<file path="config.mk">
export PLATFORM = sky130hd
export DESIGN_NAME = resp_misr_capture
export DESIGN_NICKNAME = d
export VERILOG_FILES = /design/src/rtl/resp_cap_pkg.sv /design/src/rtl/misr_reg.sv /design/src/rtl/resp_misr_capture.sv
export SDC_FILE = /design/constraint.sdc
export NUM_CORES = 1
export LEC_CHECK = 0
export ABC_CLOCK_PERIOD_IN_PS = 4100
export BUFFER_PORTS_ARGS = -buffer_cell sky130_fd_sc_hd__buf_4
export CAP_MARGIN = 20
export CORE_MARGIN = 1
export CORE_UTILIZATION = 30
export CTS_BUF_LIST = sky130_fd_sc_hd__clkbuf_8
export DETAILED_ROUTE_END_ITERATION = 8
export GPL_TIMING_DRIVEN = 0
export PLACE_DENSITY_LB_ADDON = 0.3
export SKIP_CTS_REPAIR_TIMING = 1
export SLEW_MARGIN = 10
export SYNTH_ARGS = -nofsm -noshare
export SYNTH_HDL_FRONTEND = slang
export SYNTH_HIERARCHICAL = 1
export SYNTH_SLANG_ARGS = --single-unit
</file>
<file path="constraint.sdc">
create_clock -name clk -period 4.1 [get_ports clk]
set_input_delay 0.41 -clock clk [delete_from_list [all_inputs] [get_ports clk]]
set_output_delay 0.41 -clock clk [all_outputs]
set_load 0.01 [all_outputs]
</file>
<file path="src/rtl/resp_cap_pkg.sv">
// Shared types, default constants and the MISR step function for the
// response-capture stage. Used by the RTL and by the reference model.
package resp_cap_pkg;

  typedef enum logic [1:0] {
    ST_IDLE = 2'd0,
    ST_RUN  = 2'd1,
    ST_DONE = 2'd2
  } cap_state_e;

  localparam int unsigned MISR_MAX_W  = 64;
  localparam logic [15:0] DEF_POLY    = 16'h1021;
  localparam logic [15:0] DEF_SEED    = 16'hFFFF;

  // Generic MISR step at the widest supported width; sig_w selects the
  // live signature width, bits above it come back as zero.
  function automatic logic [MISR_MAX_W-1:0] misr_step(
    input logic [MISR_MAX_W-1:0] sig,
    input logic [MISR_MAX_W-1:0] resp,
    input logic [MISR_MAX_W-1:0] poly,
    input int unsigned           sig_w
  );
    logic [MISR_MAX_W-1:0] mask;
    logic [MISR_MAX_W-1:0] fb;
    mask = (MISR_MAX_W'(1) << sig_w) - MISR_MAX_W'(1);
    fb   = '0;
    if (((sig >> (sig_w - 1)) & MISR_MAX_W'(1)) != '0) begin
      fb = poly;
    end
    return ((sig << 1) ^ fb ^ resp) & mask;
  endfunction

endpackage

</file>
<file path="src/rtl/misr_reg.sv">
// Signature register: reloads SEED on load, folds one response vector per
// enabled cycle. Load wins over enable.
module misr_reg
  import resp_cap_pkg::*;
#(
  parameter int               SIG_W = 16,
  parameter int               OUT_W = 8,
  parameter logic [SIG_W-1:0] POLY  = SIG_W'(DEF_POLY),
  parameter logic [SIG_W-1:0] SEED  = SIG_W'(DEF_SEED)
) (
  input  logic             clk,
  input  logic             rst_n,
  input  logic             load,
  input  logic             en,
  input  logic [OUT_W-1:0] resp,
  output logic [SIG_W-1:0] sig
);

  if (SIG_W < OUT_W) begin : g_bad_w
    $error("misr_reg: SIG_W must be >= OUT_W");
  end
  if (SIG_W > int'(MISR_MAX_W)) begin : g_bad_max
    $error("misr_reg: SIG_W exceeds MISR_MAX_W");
  end

  always_ff @(posedge clk) begin
    if (!rst_n) begin
      sig <= SEED;
    end else if (load) begin
      sig <= SEED;
    end else if (en) begin
      sig <= SIG_W'(misr_step(MISR_MAX_W'(sig), MISR_MAX_W'(resp),
                              MISR_MAX_W'(POLY), SIG_W));
    end
  end

endmodule

</file>
<file path="src/rtl/resp_misr_capture.sv">
// Response-capture stage: compacts num_vectors netlist output vectors into a
// MISR signature and compares it with a golden value when the run completes.
module resp_misr_capture
  import resp_cap_pkg::*;
#(
  parameter int               OUT_W = 8,
  parameter int               SIG_W = 16,
  parameter int               CNT_W = 16,
  parameter logic [SIG_W-1:0] POLY  = SIG_W'(DEF_POLY),
  parameter logic [SIG_W-1:0] SEED  = SIG_W'(DEF_SEED)
) (
  input  logic             clk,
  input  logic             rst_n,
  input  logic             start,
  input  logic [CNT_W-1:0] num_vectors,
  input  logic [SIG_W-1:0] golden_sig,
  input  logic             in_valid,
  input  logic [OUT_W-1:0] in_resp,
  output logic             in_ready,
  output logic [SIG_W-1:0] sig_out,
  output logic [CNT_W-1:0] vec_count,
  output logic             busy,
  output logic             done,
  output logic             match,
  output cap_state_e       state_dbg
);

  // Handshake: a vector transfers on the rising edge where in_valid and
  // in_ready are both high; in_ready is high exactly while in RUN, so the
  // source may hold in_valid and in_resp until in_ready is seen.

  cap_state_e       state;
  logic [CNT_W-1:0] target;
  logic             start_ok;
  logic             xfer;

  assign start_ok  = start && (state == ST_IDLE || state == ST_DONE);
  assign xfer      = in_valid && in_ready;
  assign match     = done && (sig_out == golden_sig);
  assign state_dbg = state;

  always_ff @(posedge clk) begin
    if (!rst_n) begin
      state     <= ST_IDLE;
      vec_count <= '0;
      target    <= '0;
      in_ready  <= 1'b0;
      busy      <= 1'b0;
      done      <= 1'b0;
    end else begin
      case (state)
        ST_IDLE, ST_DONE: begin
          if (start) begin
            vec_count <= '0;
            target    <= num_vectors;
            if (num_vectors == '0) begin
              state    <= ST_DONE;
              in_ready <= 1'b0;
              busy     <= 1'b0;
              done     <= 1'b1;
            end else begin
              state    <= ST_RUN;
              in_ready <= 1'b1;
              busy     <= 1'b1;
              done     <= 1'b0;
            end
          end
        end
        ST_RUN: begin
          if (xfer) begin
            vec_count <= vec_count + CNT_W'(1);
            // Last vector: leave RUN on the same edge that accepts it.
            if ((vec_count + CNT_W'(1)) == target) begin
              state    <= ST_DONE;
              in_ready <= 1'b0;
              busy     <= 1'b0;
              done     <= 1'b1;
            end
          end
        end
        default: begin
          state    <= ST_IDLE;
          in_ready <= 1'b0;
          busy     <= 1'b0;
          done     <= 1'b0;
        end
      endcase
    end
  end

  misr_reg #(
    .SIG_W (SIG_W),
    .OUT_W (OUT_W),
    .POLY  (POLY),
    .SEED  (SEED)
  ) u_misr (
    .clk   (clk),
    .rst_n (rst_n),
    .load  (start_ok),
    .en    (xfer),
    .resp  (in_resp),
    .sig   (sig_out)
  );

endmodule

</file>
==> Word-level counts from Yosys, hierarchy flattened <==
Cells that the tools add are included.
W data, S select, Z words.
{ "op_classes": {"addsub": 1, "n_eq_ne": 7, "mux": 22, "bitwise": 3, "n_reduce_logical": 12} }
{ "ops": {"columns": ["cell", "n"], "rows": [
  ["$mux W16", 5],
  ["$eq A16 B16 Y1", 2],
  ["$pmux W16 S2", 1],
  ["$add A16 B1 Y16 const B", 1],
  ["$logic_not A16 Y1", 1],
  ["$xor A16 B16 Y16", 1],
  ["$xor A16 B8 Y16", 1],
  ["$mux W13", 1],
  ["$mux W1", 8],
  ["$mux W2", 4],
  ["$reduce_and A3 Y1", 2],
  ["$ne A2 B2 Y1 const B", 2],
  ["$pmux W1 S2", 2],
  ["$pmux W2 S2", 1],
  ["$reduce_or A2 Y1", 2],
  ["$logic_and A1 B1 Y1", 3],
  ["$eq A2 B1 Y1 const B", 1],
  ["$eq A2 B2 Y1 const B", 1],
  ["$logic_not A2 Y1", 1],
  ["$ne A2 B1 Y1 const B", 1],
  ["$reduce_and A2 Y1", 1],
  ["$reduce_bool A2 Y1", 1],
  ["$logic_or A1 B1 Y1", 1],
  ["$not A1 Y1", 1]
]} }
{ "totals": {"reg_bits": 52, "output_inout_bits": 38} }

==> Longest topological paths before layout <==
{ "logic_depth": {"depth_word": 7, "mapped_depth": 8} }

==> Hierarchy <==
The synthesis kept the hierarchy.
{ "modules_own_cells": {"columns": ["module", "instances", "cells_per_inst", "area_each_um2"], "rows": [
  ["resp_misr_capture", 1, 288, 2304.7],
  ["misr_reg", 1, 63, 670.6]
]} }

==> Worst setup path after synthesis <==
Ideal clock, no wire load.
{ "synth_timing": {"path_type": "reg2reg", "from": "register vec_count[0]", "to": "register state[0], in the netlist state_dbg[0]", "arrival_time_ps": 2082, "t_required_ps": 3977, "slack_ps": 1895, "stages_incl_launch_ff": 8, "path_buffers": 0, "synth_period_minus_slack_ps": 2205, "cell_sequence": "dfxtp_1 ha_1 and3_1 nand4_1 xnor2_1 or4_4 nor4_4 a21oi_1"} }
{ "synth_via": {"elab_chain_cells": 4} }
{ "synth_lines": {"columns": ["element", "line_no", "source"], "rows": [
  ["from (decl)", "resp_misr_capture.sv:21", "output logic [CNT_W-1:0] vec_count,"],
  ["from (signal assigned)", "resp_misr_capture.sv:71", "vec_count <= vec_count + CNT_W'(1);"],
  ["$add A16 B1 Y16", "resp_misr_capture.sv:73", "if ((vec_count + CNT_W'(1)) == target) begin"],
  ["$eq A16 B16 Y1", "resp_misr_capture.sv:73", null],
  ["$ne A2 B2 Y1 (no source line)", null, null],
  ["$reduce_and A3 Y1 (no source line)", null, null],
  ["to (signal assigned)", "resp_misr_capture.sv:62", "state <= ST_RUN;"],
  ["to (signal assigned)", "resp_misr_capture.sv:74", "state <= ST_DONE;"],
  ["to (signal assigned)", "resp_misr_capture.sv:82", "state <= ST_IDLE;"],
  ["to (decl)", "resp_misr_capture.sv:32", "cap_state_e state;"]
]} }
No other way between the ends.
A chain may end at the register's enable or synchronous reset.

==> Final worst setup path <==
Ends and elaborated chain as after synthesis.

==> run_results.csv <==
group,metric,value,unit
run_status,status,"finished, final reports clean",
global_route,gr-usage-all-layers,16.0,%
sta,final.period_utilization,61.9,%
routing,num_vias,2781,
sta,fmax,394,MHz
setup_path,path_max_fanout,8,
yosys,syn_inst,351,
hold_path,hp-class,"in -> reg",
yosys,synthMuxAreaShare,2.69,%
yosys,synth_simple_gate_area_share,27.3,%
placed_design,port_buffers,81,
floorplan,ioPinCount,82,
floorplan,die_w,102,um
setup_path,required,4290,ps
routing,wl,8.28,mm
sta,hold_ws,368,ps
placed_design,post-place-ws,1580,ps
global_route,antenna_found_initial,0,
final_layout,fin_cells,569,
setup_path,critPathArrivalTime,2730,ps
final_layout,diodes,0,
yosys,ys_seq_elements,50,
clock_network,clock_latency,310,ps
yosys,synth_nets,396,
yosys,synth-seq-area-share,33.6,%
yosys,synth_top_family_by_area,"simple AND/OR/NAND/NOR gates",
power,vdd_drop_max,0.000130,V
flow_run,maxCapViolCount,0,
yosys,synth-edff-count,0,
yosys,synth-async-reset-ratio,0,%
yosys,yosys-top-cells-area,"dfxtp_1 34%, xnor2_1 9.7%, nand2_1 7.2%",
clock_network,clock_sinks,50,
yosys,synth_top_area_cell,"dfxtp_1",
sta,clock_skew,7.23,ps
placed_design,gp_congestion,0.792,
power,p_per_area,256,nW/um2
global_route,grt_start_max_net_pins,17,
power,cellLeakagePower,1.57,nW
final_layout,drive_gt1_share,24.8,%
final_layout,synthToLayoutAreaGrowth,28.9,%
sta,worstMarginPinSlew,560,ps
yosys,synth_cell_types,50,
global_route,grt_first_pass_wirelength,12.9,mm
yosys,ys_warn_count,6,
routing,viasPerCell,4.89,
floorplan,coreArea,9420,um2
clock_network,cts_max_level,2,
floorplan,die_area,10300,um2
placed_design,dpl.cell_count,561,
floorplan,std_cell_rows,35,
global_route,grt_pass1_vias,2601,
routing,drt_iter0_drc,106,
sta,slew_headroom,62.7,%
yosys,ys.flop_type,"dfxtp_1",
clock_network,clockRootBuffer,"clkbuf_8",
floorplan,initial_utilization,31.6,%
clock_network,path_clk_slew,100,ps
clock_network,numCtsBuffers,5,
final_layout,fillCellCount,986,
sta,worst_slack,1560,ps
clock_network,cts_tree,"done",
yosys,avgSynthCellArea,8.48,um2
final_layout,multi_input_area,1820,um2
sta,tns,0,ps
yosys,synth_xor_area_share,14.3,%
sta,setup_viol_count_final,0,
routing,drc_errors,0,
yosys,synthAdderAreaFrac,0.421,%
yosys,yosysTopAreaCellShare,33.6,%
routing,first_pass_iters,4,
placed_design,dp_hpwl,6.40,mm
routing,wl_per_cell,14.6,um
sta,slew_violations,0,
power,power,0.000984,W
sta,grt_setup_unrepaired,"false",
final_layout,nets,484,
routing,ant_nets,0,
yosys,synth_compound_area_share,16.4,%
clock_network,cts.path.max_buffers,2,
sta,hold_viol,0,
global_route,overflow,0,
sta,finalCriticalPeriod,2540,ps
setup_path,cp-end-kind,"flip-flop",
floorplan,die_y,102,um
setup_path,path_class,"reg -> reg",
setup_path,start_kind,"flip-flop",
final_layout,register_area,1000,um2
yosys,synth_area,2980,um2
## synthesized netlist by cell type, drive strengths merged (3+ instances only)
library cell,count
a21boi,21
a21oi,10
and2,6
and3,4
and4,3
buf,7
clkbuf,16
dfxtp,50
mux2i,8
nand2,57
nand2b,10
nand3,9
nand4,10
nor2,9
nor2b,10
nor3,10
nor4,12
o211ai,12
o21a,4
o21ai,16
xnor2,33
xor2,13
## worst paths after layout
| kind | from | end | slack, ps | cells after the start |
|---|---|---|---|---|
| worst max-delay path | vec_count[0] | state_dbg[0] | 1560 | 7 |
| worst min-delay path | num_vectors[2] | target[2] | 370 | 3 |
| worst max register to register | vec_count[0] | state_dbg[0] | 1560 | 7 |
| worst min register to register | target[11] | target[11] | 480 | 2 |
## cells in the final DEF, fill, tap and decap left out, drive strengths merged, types with 2 or more instances in the layout
master,instances
nand4,10
nand3,9
nor3,10
a21oi,10
a21boi,21
nor2b,10
o21ai,16
nor2,9
xor2,13
o211ai,12
inv,2
nand2,57
and2,6
clkbuf,21
buf,88
nand2b,10
xnor2,33
nor4,12
mux2i,8
and3,4
and4,3
dfxtp,50
clkinv,4
o21a,4
## registers in the layout, summed over array words and instances, names as in the netlist
| signal | flops |
|---|---|
| target | 16 |
| u_misr/sig | 16 |
| vec_count | 16 |
| done | 1 |
| state_dbg | 1 |
## cells by family (layout without fill, tap and decap cells)
family	count (synthesis)	in the layout
XOR/XNOR	47	47
AND/OR/NAND/NOR	146	146
flip-flops	50	50
buffers and inverters	27	116
adder cells (fa/ha/maj)	1	1
AO/OA/AOI/OAI	72	72
multiplexers	8	8
## critical path, stage by stage, from the launching register on
cell and delay [ps]:
dfxtp_1 550, ha_1 350, and3_1 310, nand4_1 190, xnor2_1 190, or4_4 530, nor4_4 200, a21oi_1 120
## routing by layer
metal	routed length, um	vias to the layer above	share of wire [%]	GRT usage (%)
met4	144	0	1.7	5.80
met5	0	-	0	0
li1	-	1402	-	-
met3	234	10	2.8	2.35
met2	3940	56	48	25.8
met1	3960	1313	48	21.7
## power breakdown
part / leakage (nW) / internal, W / switching, W / total (W)
combinational: 1.12 / 0.0000866 / 0.0000860 / 0.000173
sequential: 0.407 / 0.000500 / 0.0000196 / 0.000520
clock: 0.0441 / 0.000120 / 0.000171 / 0.000291
total: 1.57 / 0.000707 / 0.000276 / 0.000984
## cell type report
| cell class | instances | area share [%] |
|---|---|---|
| inverter | 4 | 0.392 |
| buffer | 23 | 3.65 |
| sequential | 50 | 26.1 |
| tap | 129 | 4.21 |
| multi-input combinational | 274 | 47.4 |
| clock buffer | 5 | 1.79 |
| timing repair buffer | 81 | 15.9 |
| clock inverter | 3 | 0.555 |
## stage by stage
stage / utilization, % / cell area [um2]
floorplan: - / 2980
global placement: 39.8 / 3740
detailed placement: 39.8 / 3740
CTS: 40.7 / 3830
global route: 40.7 / 3830
finish: 40.7 / 3830
No activity file was read; power rests on OpenSTA's default activity.
